**src/rtl/fifo_arb_pkg.sv**
```systemverilog
// ----------------------------------------------------------------------------
// fifo_arb_pkg
//   Shared types and helpers for the FIFO write-port arbiter.
//   - arb_state_t : arbiter FSM states
//   - clog2       : ceiling log2, usable in constant expressions
//   - NREQ_MAX    : largest requester count the arbiter is meant to serve
// ----------------------------------------------------------------------------
package fifo_arb_pkg;

    typedef enum logic {
        ARB_IDLE  = 1'b0,
        ARB_BURST = 1'b1
    } arb_state_t;

    localparam int unsigned NREQ_MAX = 16;

    function automatic int unsigned clog2(input int unsigned v);
        int unsigned r;
        r = 0;
        for (int unsigned i = 0; i < 32; i++) begin
            if ((64'(1) << i) < 64'(v)) begin
                r = i + 1;
            end
        end
        return r;
    endfunction

endpackage

```
**src/rtl/fifo_wr_arbiter_if.sv**
```systemverilog
// ----------------------------------------------------------------------------
// fifo_wr_arbiter_if
//   Bundles the requester side and FIFO write side of the arbiter.
//   Requester/FIFO side (master drives): req, last, din, wfull
//   Arbiter side        (slave drives) : gnt, gnt_id, busy, winc, wdata
// ----------------------------------------------------------------------------
interface fifo_wr_arbiter_if
    import fifo_arb_pkg::*;
#(
    parameter int unsigned NREQ  = 4,
    parameter int unsigned DSIZE = 8
);

    logic [NREQ-1:0]        req;
    logic [NREQ-1:0]        last;
    logic [NREQ*DSIZE-1:0]  din;
    logic                   wfull;
    logic [NREQ-1:0]        gnt;
    logic [clog2(NREQ)-1:0] gnt_id;
    logic                   busy;
    logic                   winc;
    logic [DSIZE-1:0]       wdata;

    modport master (
        output req, last, din, wfull,
        input  gnt, gnt_id, busy, winc, wdata
    );

    modport slave (
        input  req, last, din, wfull,
        output gnt, gnt_id, busy, winc, wdata
    );

endinterface

```
**src/rtl/rr_pick.sv**
```systemverilog
// ----------------------------------------------------------------------------
// rr_pick
//   Combinational rotating-priority encoder. Returns the first set bit of
//   i_req found searching upward from i_ptr with wrap-around.
//   i_req   : request vector
//   i_ptr   : index with highest priority
//   o_valid : any request present
//   o_idx   : chosen index (0 when none)
// ----------------------------------------------------------------------------
module rr_pick
    import fifo_arb_pkg::*;
#(
    parameter int unsigned N = 4,
    parameter int unsigned W = clog2(N)
) (
    input  logic [N-1:0] i_req,
    input  logic [W-1:0] i_ptr,
    output logic         o_valid,
    output logic [W-1:0] o_idx
);

    logic [W-1:0] w_cand;

    // Scan offsets from farthest to nearest so the nearest hit wins.
    always_comb begin
        o_valid = |i_req;
        o_idx   = '0;
        w_cand  = '0;
        for (int unsigned k = N; k > 0; k--) begin
            w_cand = W'((32'(i_ptr) + k - 1) % N);
            if (i_req[w_cand]) begin
                o_idx = w_cand;
            end
        end
    end

endmodule

```
**src/rtl/fifo_wr_arbiter.sv**
```systemverilog
// ----------------------------------------------------------------------------
// fifo_wr_arbiter
//   Shares the FIFO write port among NREQ requesters with round-robin,
//   burst-based grants. The owner keeps the port until it marks last, drops
//   req, or reaches MAXBURST accepted beats; it stalls while wfull is high.
//   wclk : write-domain clock
//   wrst : asynchronous active-high reset
//   bus  : slave side of fifo_wr_arbiter_if
//          in : req, last, din, wfull
//          out: gnt (one-hot, registered), gnt_id, busy, winc, wdata
// ----------------------------------------------------------------------------
module fifo_wr_arbiter
    import fifo_arb_pkg::*;
#(
    parameter int unsigned NREQ     = 4,
    parameter int unsigned DSIZE    = 8,
    parameter int unsigned MAXBURST = 4
) (
    input  logic              wclk,
    input  logic              wrst,
    fifo_wr_arbiter_if.slave  bus
);

    localparam int unsigned IDW = clog2(NREQ);
    localparam int unsigned CW  = clog2(MAXBURST) + 1;

    arb_state_t       r_state;
    logic [NREQ-1:0]  r_gnt;
    logic [IDW-1:0]   r_gnt_id;
    logic [IDW-1:0]   r_rr_ptr;
    logic [CW-1:0]    r_beat_cnt;

    arb_state_t       w_nxt_state;
    logic [NREQ-1:0]  w_nxt_gnt;
    logic [IDW-1:0]   w_nxt_gnt_id;
    logic [IDW-1:0]   w_nxt_rr_ptr;
    logic [CW-1:0]    w_nxt_beat_cnt;

    logic             w_pick_valid;
    logic [IDW-1:0]   w_pick_idx;
    logic             w_busy;
    logic             w_owner_req;
    logic             w_owner_last;
    logic             w_accept;
    logic             w_release;
    logic [DSIZE-1:0] w_din [NREQ];

    rr_pick #(
        .N (NREQ),
        .W (IDW)
    ) u_rr_pick (
        .i_req   (bus.req),
        .i_ptr   (r_rr_ptr),
        .o_valid (w_pick_valid),
        .o_idx   (w_pick_idx)
    );

    for (genvar gi = 0; gi < NREQ; gi++) begin : g_din
        assign w_din[gi] = bus.din[gi*DSIZE +: DSIZE];
    end

    assign w_busy       = (r_state == ARB_BURST);
    assign w_owner_req  = bus.req[r_gnt_id];
    assign w_owner_last = bus.last[r_gnt_id];
    assign w_accept     = w_busy & w_owner_req & ~bus.wfull;
    // A dropped request releases even while wfull holds the beat back.
    assign w_release    = w_busy & (~w_owner_req |
                          (w_accept & (w_owner_last | (r_beat_cnt == CW'(MAXBURST - 1)))));

    always_ff @(posedge wclk or posedge wrst) begin
        if (wrst) begin
            r_state    <= ARB_IDLE;
            r_gnt      <= '0;
            r_gnt_id   <= '0;
            r_rr_ptr   <= '0;
            r_beat_cnt <= '0;
        end else begin
            r_state    <= w_nxt_state;
            r_gnt      <= w_nxt_gnt;
            r_gnt_id   <= w_nxt_gnt_id;
            r_rr_ptr   <= w_nxt_rr_ptr;
            r_beat_cnt <= w_nxt_beat_cnt;
        end
    end

    always_comb begin
        w_nxt_state    = r_state;
        w_nxt_gnt      = r_gnt;
        w_nxt_gnt_id   = r_gnt_id;
        w_nxt_rr_ptr   = r_rr_ptr;
        w_nxt_beat_cnt = r_beat_cnt;
        case (r_state)
            ARB_IDLE: begin
                if (w_pick_valid) begin
                    w_nxt_state    = ARB_BURST;
                    w_nxt_gnt      = NREQ'(1) << w_pick_idx;
                    w_nxt_gnt_id   = w_pick_idx;
                    w_nxt_beat_cnt = '0;
                end
            end
            ARB_BURST: begin
                if (w_release) begin
                    w_nxt_state    = ARB_IDLE;
                    w_nxt_gnt      = '0;
                    w_nxt_gnt_id   = '0;
                    w_nxt_beat_cnt = '0;
                    w_nxt_rr_ptr   = (r_gnt_id == IDW'(NREQ - 1)) ? '0 : r_gnt_id + 1'b1;
                end else if (w_accept) begin
                    w_nxt_beat_cnt = r_beat_cnt + 1'b1;
                end
            end
            default: begin
                w_nxt_state = ARB_IDLE;
            end
        endcase
    end

    assign bus.gnt    = r_gnt;
    assign bus.gnt_id = r_gnt_id;
    assign bus.busy   = w_busy;
    assign bus.winc   = w_accept;
    assign bus.wdata  = w_busy ? w_din[r_gnt_id] : '0;

endmodule
```
**src/flat_wrapper.sv**
```systemverilog
// flat-port wrapper written by rule: the top's interface ports become plain ports
module fifo_wr_arbiter_flat import fifo_arb_pkg::*;
#(
    parameter int unsigned NREQ     = 4,
    parameter int unsigned DSIZE    = 8,
    parameter int unsigned MAXBURST = 4
)
  (wclk, wrst, bus_req, bus_last, bus_din, bus_wfull, bus_gnt, bus_gnt_id, bus_busy, bus_winc, bus_wdata);
  fifo_wr_arbiter_if #(.NREQ(NREQ), .DSIZE(DSIZE)) bus_i ();
  input  logic wclk;
  input  logic wrst;
  input wire logic [$bits(bus_i.req)-1:0] bus_req;
  input wire logic [$bits(bus_i.last)-1:0] bus_last;
  input wire logic [$bits(bus_i.din)-1:0] bus_din;
  input wire logic [$bits(bus_i.wfull)-1:0] bus_wfull;
  output wire logic [$bits(bus_i.gnt)-1:0] bus_gnt;
  output wire logic [$bits(bus_i.gnt_id)-1:0] bus_gnt_id;
  output wire logic [$bits(bus_i.busy)-1:0] bus_busy;
  output wire logic [$bits(bus_i.winc)-1:0] bus_winc;
  output wire logic [$bits(bus_i.wdata)-1:0] bus_wdata;
  assign bus_i.req = bus_req;
  assign bus_i.last = bus_last;
  assign bus_i.din = bus_din;
  assign bus_i.wfull = bus_wfull;
  assign bus_gnt = bus_i.gnt;
  assign bus_gnt_id = bus_i.gnt_id;
  assign bus_busy = bus_i.busy;
  assign bus_winc = bus_i.winc;
  assign bus_wdata = bus_i.wdata;
  fifo_wr_arbiter #(.NREQ(NREQ), .DSIZE(DSIZE), .MAXBURST(MAXBURST)) u_core (.wclk(wclk), .wrst(wrst), .bus(bus_i));
endmodule
```
**config.mk**
```make
export PLATFORM = sky130hd
export DESIGN_NAME = fifo_wr_arbiter_flat
export DESIGN_NICKNAME = d
export VERILOG_FILES = /design/src/rtl/fifo_arb_pkg.sv /design/src/rtl/fifo_wr_arbiter_if.sv /design/src/rtl/rr_pick.sv /design/src/rtl/fifo_wr_arbiter.sv /design/src/flat_wrapper.sv
export SDC_FILE = /design/constraint.sdc
export NUM_CORES = 1
export LEC_CHECK = 0
export CAP_MARGIN = 20
export CORE_ASPECT_RATIO = 1.75
export CORE_UTILIZATION = 39
export DETAILED_ROUTE_END_ITERATION = 8
export HOLD_SLACK_MARGIN = 0.15
export MAX_ROUTING_LAYER = met4
export PLACE_DENSITY_LB_ADDON = 0.3
export REMOVE_ABC_BUFFERS = 1
export SLEW_MARGIN = 20
export SYNTH_ARGS = -nofsm -noshare
export SYNTH_HDL_FRONTEND = slang
export SYNTH_SLANG_ARGS = --single-unit
```
**constraint.sdc**
```tcl
create_clock -name wclk -period 2.8 [get_ports wclk]
set_input_delay 0.42 -clock wclk [delete_from_list [all_inputs] [get_ports wclk]]
set_output_delay 0.42 -clock wclk [all_outputs]
set_load 0.005 [all_outputs]
```
==> key figures <==
Status
  • Run status: finished clean

Finish
  • Share of layout cells above drive strength 1: 0.179
  • Layout overhead on the synthesized area: 68.3%
  • Leading cell type in the layout, fill and taps excluded: sky130_fd_sc_hd__clkdlybuf4s50_1
  • Fin nets: 187
  • Antenna diode instance count: 0
  • Post-route insts no fill: 165
  • Most used cells in the layout excluding fill and tap cells: sky130_fd_sc_hd__clkdlybuf4s50_1, sky130_fd_sc_hd__dfrtp_1, sky130_fd_sc_hd__mux4_2, sky130_fd_sc_hd__and2_1, sky130_fd_sc_hd__nor2_1

Floorplan
  • Width of the die: 39.5 um
  • Initial cell density of the core: 0.416
  • Core area: 0.00230 mm2
  • Count of pins on the block boundary: 59
  • Die Y-Extent: 67.6 um
  • Die footprint: 0.00267 mm2
  • Std-Cell Rows: 23

Timing
  • Crit share post-route: 0.908
  • Total of endpoints with negative setup slack in the final report: 0
  • Final clock skew: 0.00137 ns
  • Number of hold violations in the final report: 0
  • Tightest Pin Transition: 0.569 ns
  • Worst Hold Slack: 0.475 ns
  • Max Slew Vio Count: 0
  • Setup repair after global routing missed its margin: no
  • Highest clock frequency the design can meet: 393 MHz
  • Aggregate negative setup slack: 0 ns
  • Shortest period the worst path allows: 2.54 ns
  • Worst rel slew slack: 0.621

GRT
  • Via count of the first global-routing pass: 909
  • Largest net degree at the start of global routing: 18
  • Wire length of the first global-routing pass: 3930 um
  • Antenna violations before repair: 0
  • Overall Global Routing Usage: 0.214
  • Congestion Overflow GR: 0

Route
  • Routed via count divided by cell count: 5.58
  • Detailed-route DRC error count: 0
  • Detailed router's first-iteration violation count: 14
  • Drt first pass iters: 4
  • DRT Wirelength: 2600 um
  • Number of vias in the routed layout: 920
  • Average wire length per cell after detail routing: 15.8 um
  • Antenna Violating Nets Remaining: 0

Setup path
  • Critical Path Fanout Max: 11
  • Worst Path Class, Setup: reg2out
  • Element type at the critical path start: flop
  • Reg-to-reg setup timing slack: 0.84 ns
  • Cell type of the slowest stage on the worst timing path: sky130_fd_sc_hd__mux4_2
  • Nature of the critical path endpoint: primary output
  • Delay of the slowest cell on the worst path: 0.51 ns
  • Ordered cell list for the critical path: buf_4, mux4_2, and2_1, clkdlybuf4s50_1
  • Required arrival time at the worst endpoint: 2.38 ns
  • Worst path arrival time: 2.12 ns

Synthesis
  • Ys Warns: 0
  • Most area-hungry cell type in the Yosys netlist: sky130_fd_sc_hd__dfrtp_1
  • Post-synthesis register bit count: 12
  • Proportion of synthesized flip-flops having asynchronous set or reset: 1.00
  • Number of synthesized flops with an enable pin: 0
  • Syn avg cell area: 12.0 um2
  • Unique cell type count in the Yosys netlist: 32
  • Top cell type's share of synthesized area: 0.313
  • Mapped Area: 958 um2
  • Post-synthesis sequential area ratio: 0.313
  • Most area-consuming cells after synthesis: sky130_fd_sc_hd__dfrtp_1, sky130_fd_sc_hd__mux4_2, sky130_fd_sc_hd__and2_1
  • Cells after Synth: 80
  • Most used DFF post-synth: sky130_fd_sc_hd__dfrtp_1

Job
  • Max Cap Violations: 0

Clocking
  • Total of cells resized after clock tree synthesis: 0
  • Longest Clk Path Bufs: 2
  • Clock net sink count: 12
  • Post-CTS Hold Buffers: 0
  • H-tree levels: 1
  • Post-CTS Setup Bufs: 0
  • CTS clock-pin slew for the worst setup and hold paths: 0.05 ns
  • CTS tree: built
  • Number of buffers created by CTS: 3
  • Skew-Pair Late Insertion Delay: 0.24 ns
  • Buffer cell driving the clock tree root: sky130_fd_sc_hd__clkbuf_8

Worst hold path
  • Worst hold path type: in2async

Placed design
  • Placer Congestion: 0.887
  • Number of buffers added on ports: 58
  • Post-DP HPWL: 2090 um
  • Number of placed cells counting well taps: 161

Power and ir drop
  • Total power density per cell area: 828 mW/mm2
  • Leakage power: 0.650 nW
  • Maximum VDD drop: 612 uV
[flip-flops by register name (all words and copies together), names as in the netlist]
register and count:
u_core.r_beat_cnt 3, u_core.bus.gnt_id 2, u_core.bus.busy 1, u_core.r_rr_ptr 2
u_core.bus.gnt 4
[path summary, 6_finish.rpt]
| path | startpoint | end | cells after the start |
|---|---|---|---|
| setup / recovery | u_core.bus.gnt_id[0]$_DFFE_PP0P_ | bus_wdata[3] | 4 |
| hold / removal | wrst | u_core.r_beat_cnt[0]$_DFFE_PP0P_ | 2 |
| setup reg to reg | u_core.bus.gnt_id[1]$_DFFE_PP0P_ | u_core.r_rr_ptr[1]$_DFFE_PP0P_ | 4 |
| hold reg to reg | u_core.bus.gnt[3]$_DFFE_PP0P_ | u_core.bus.gnt[3]$_DFFE_PP0P_ | 1 |
| max in group asynchronous | wrst | u_core.r_rr_ptr[1]$_DFFE_PP0P_ | 2 |
| min in group wclk | u_core.bus.gnt[3]$_DFFE_PP0P_ | u_core.bus.gnt[3]$_DFFE_PP0P_ | 1 |
[through the flow]
step | worst slack, ns | area, um2 | total power [mW] | util
6_report | 0.257 | 1610 | 1.33 | 0.701
5_1_grt | 0.100 | 1610 | 1.44 | 0.701
4_1_cts | 0.220 | 1610 | 1.36 | 0.701
3_5_place_dp | 0.273 | 1560 | 1.16 | 0.677
3_3_place_gp | 0.301 | 1560 | 1.13 | 0.677
2_1_floorplan | 0.789 | 938 | 0.791 | -
[worst max-delay path, delay by kind of cell (launching register included)]
kind                   cells  cell delay, ns
buffers and inverters      2            0.70
DFF                        1            0.49
and+or+nand+nor            1            0.17
muxes                      1            0.51
[cells in the mapped netlist, types with 2 or more instances]
| library cell | instances |
|---|---|
| sky130_fd_sc_hd__dfrtp_1 | 12 |
| sky130_fd_sc_hd__mux4_2 | 9 |
| sky130_fd_sc_hd__and2_1 | 8 |
| sky130_fd_sc_hd__nor2_1 | 5 |
| sky130_fd_sc_hd__a32o_1 | 4 |
| sky130_fd_sc_hd__inv_1 | 4 |
| sky130_fd_sc_hd__ha_1 | 3 |
| sky130_fd_sc_hd__mux2_2 | 3 |
| sky130_fd_sc_hd__mux2i_1 | 3 |
| sky130_fd_sc_hd__a21o_1 | 2 |
| sky130_fd_sc_hd__a21oi_1 | 2 |
| sky130_fd_sc_hd__a22o_1 | 2 |
| sky130_fd_sc_hd__a31o_2 | 2 |
| sky130_fd_sc_hd__nand2_1 | 2 |
| sky130_fd_sc_hd__nand2b_1 | 2 |
[metal layers]
layer  GRT usage  up-vias  wire length (um)
met4      0.0905        0                29
met3      0.0559        2               385
met2       0.371       64              1290
met1       0.215      425               902
li1            -      429                 -
met5           -        -                 0
[power by group]
part	switching [mW]	internal, mW	total (mW)
Combinational	0.273	0.522	0.796
Sequential	0.116	0.239	0.355
Clock	0.0601	0.124	0.184
[final cells by class]
| type | instances | area (um2) |
|---|---|---|
| fillers | 181 | 689 |
| repair buffers | 59 | 588 |
| multi-input cells | 61 | 623 |
| well taps | 25 | 31.3 |
| flip-flops and latches | 12 | 300 |
| inverters | 4 | 15.0 |
| clock buffers | 4 | 55.1 |
[kinds of logic after synthesis]
kind of cell,Yosys count,share of synthesized area
AND/OR/NAND/NOR,26,0.171
AO/OA/AOI/OAI,17,0.162
multiplexers,15,0.278
flip-flops,12,0.313
buffers and inverters,7,0.0365
adder cells (fa/ha/maj),3,0.0392
Note: power is estimated with default switching activity, not from simulation.
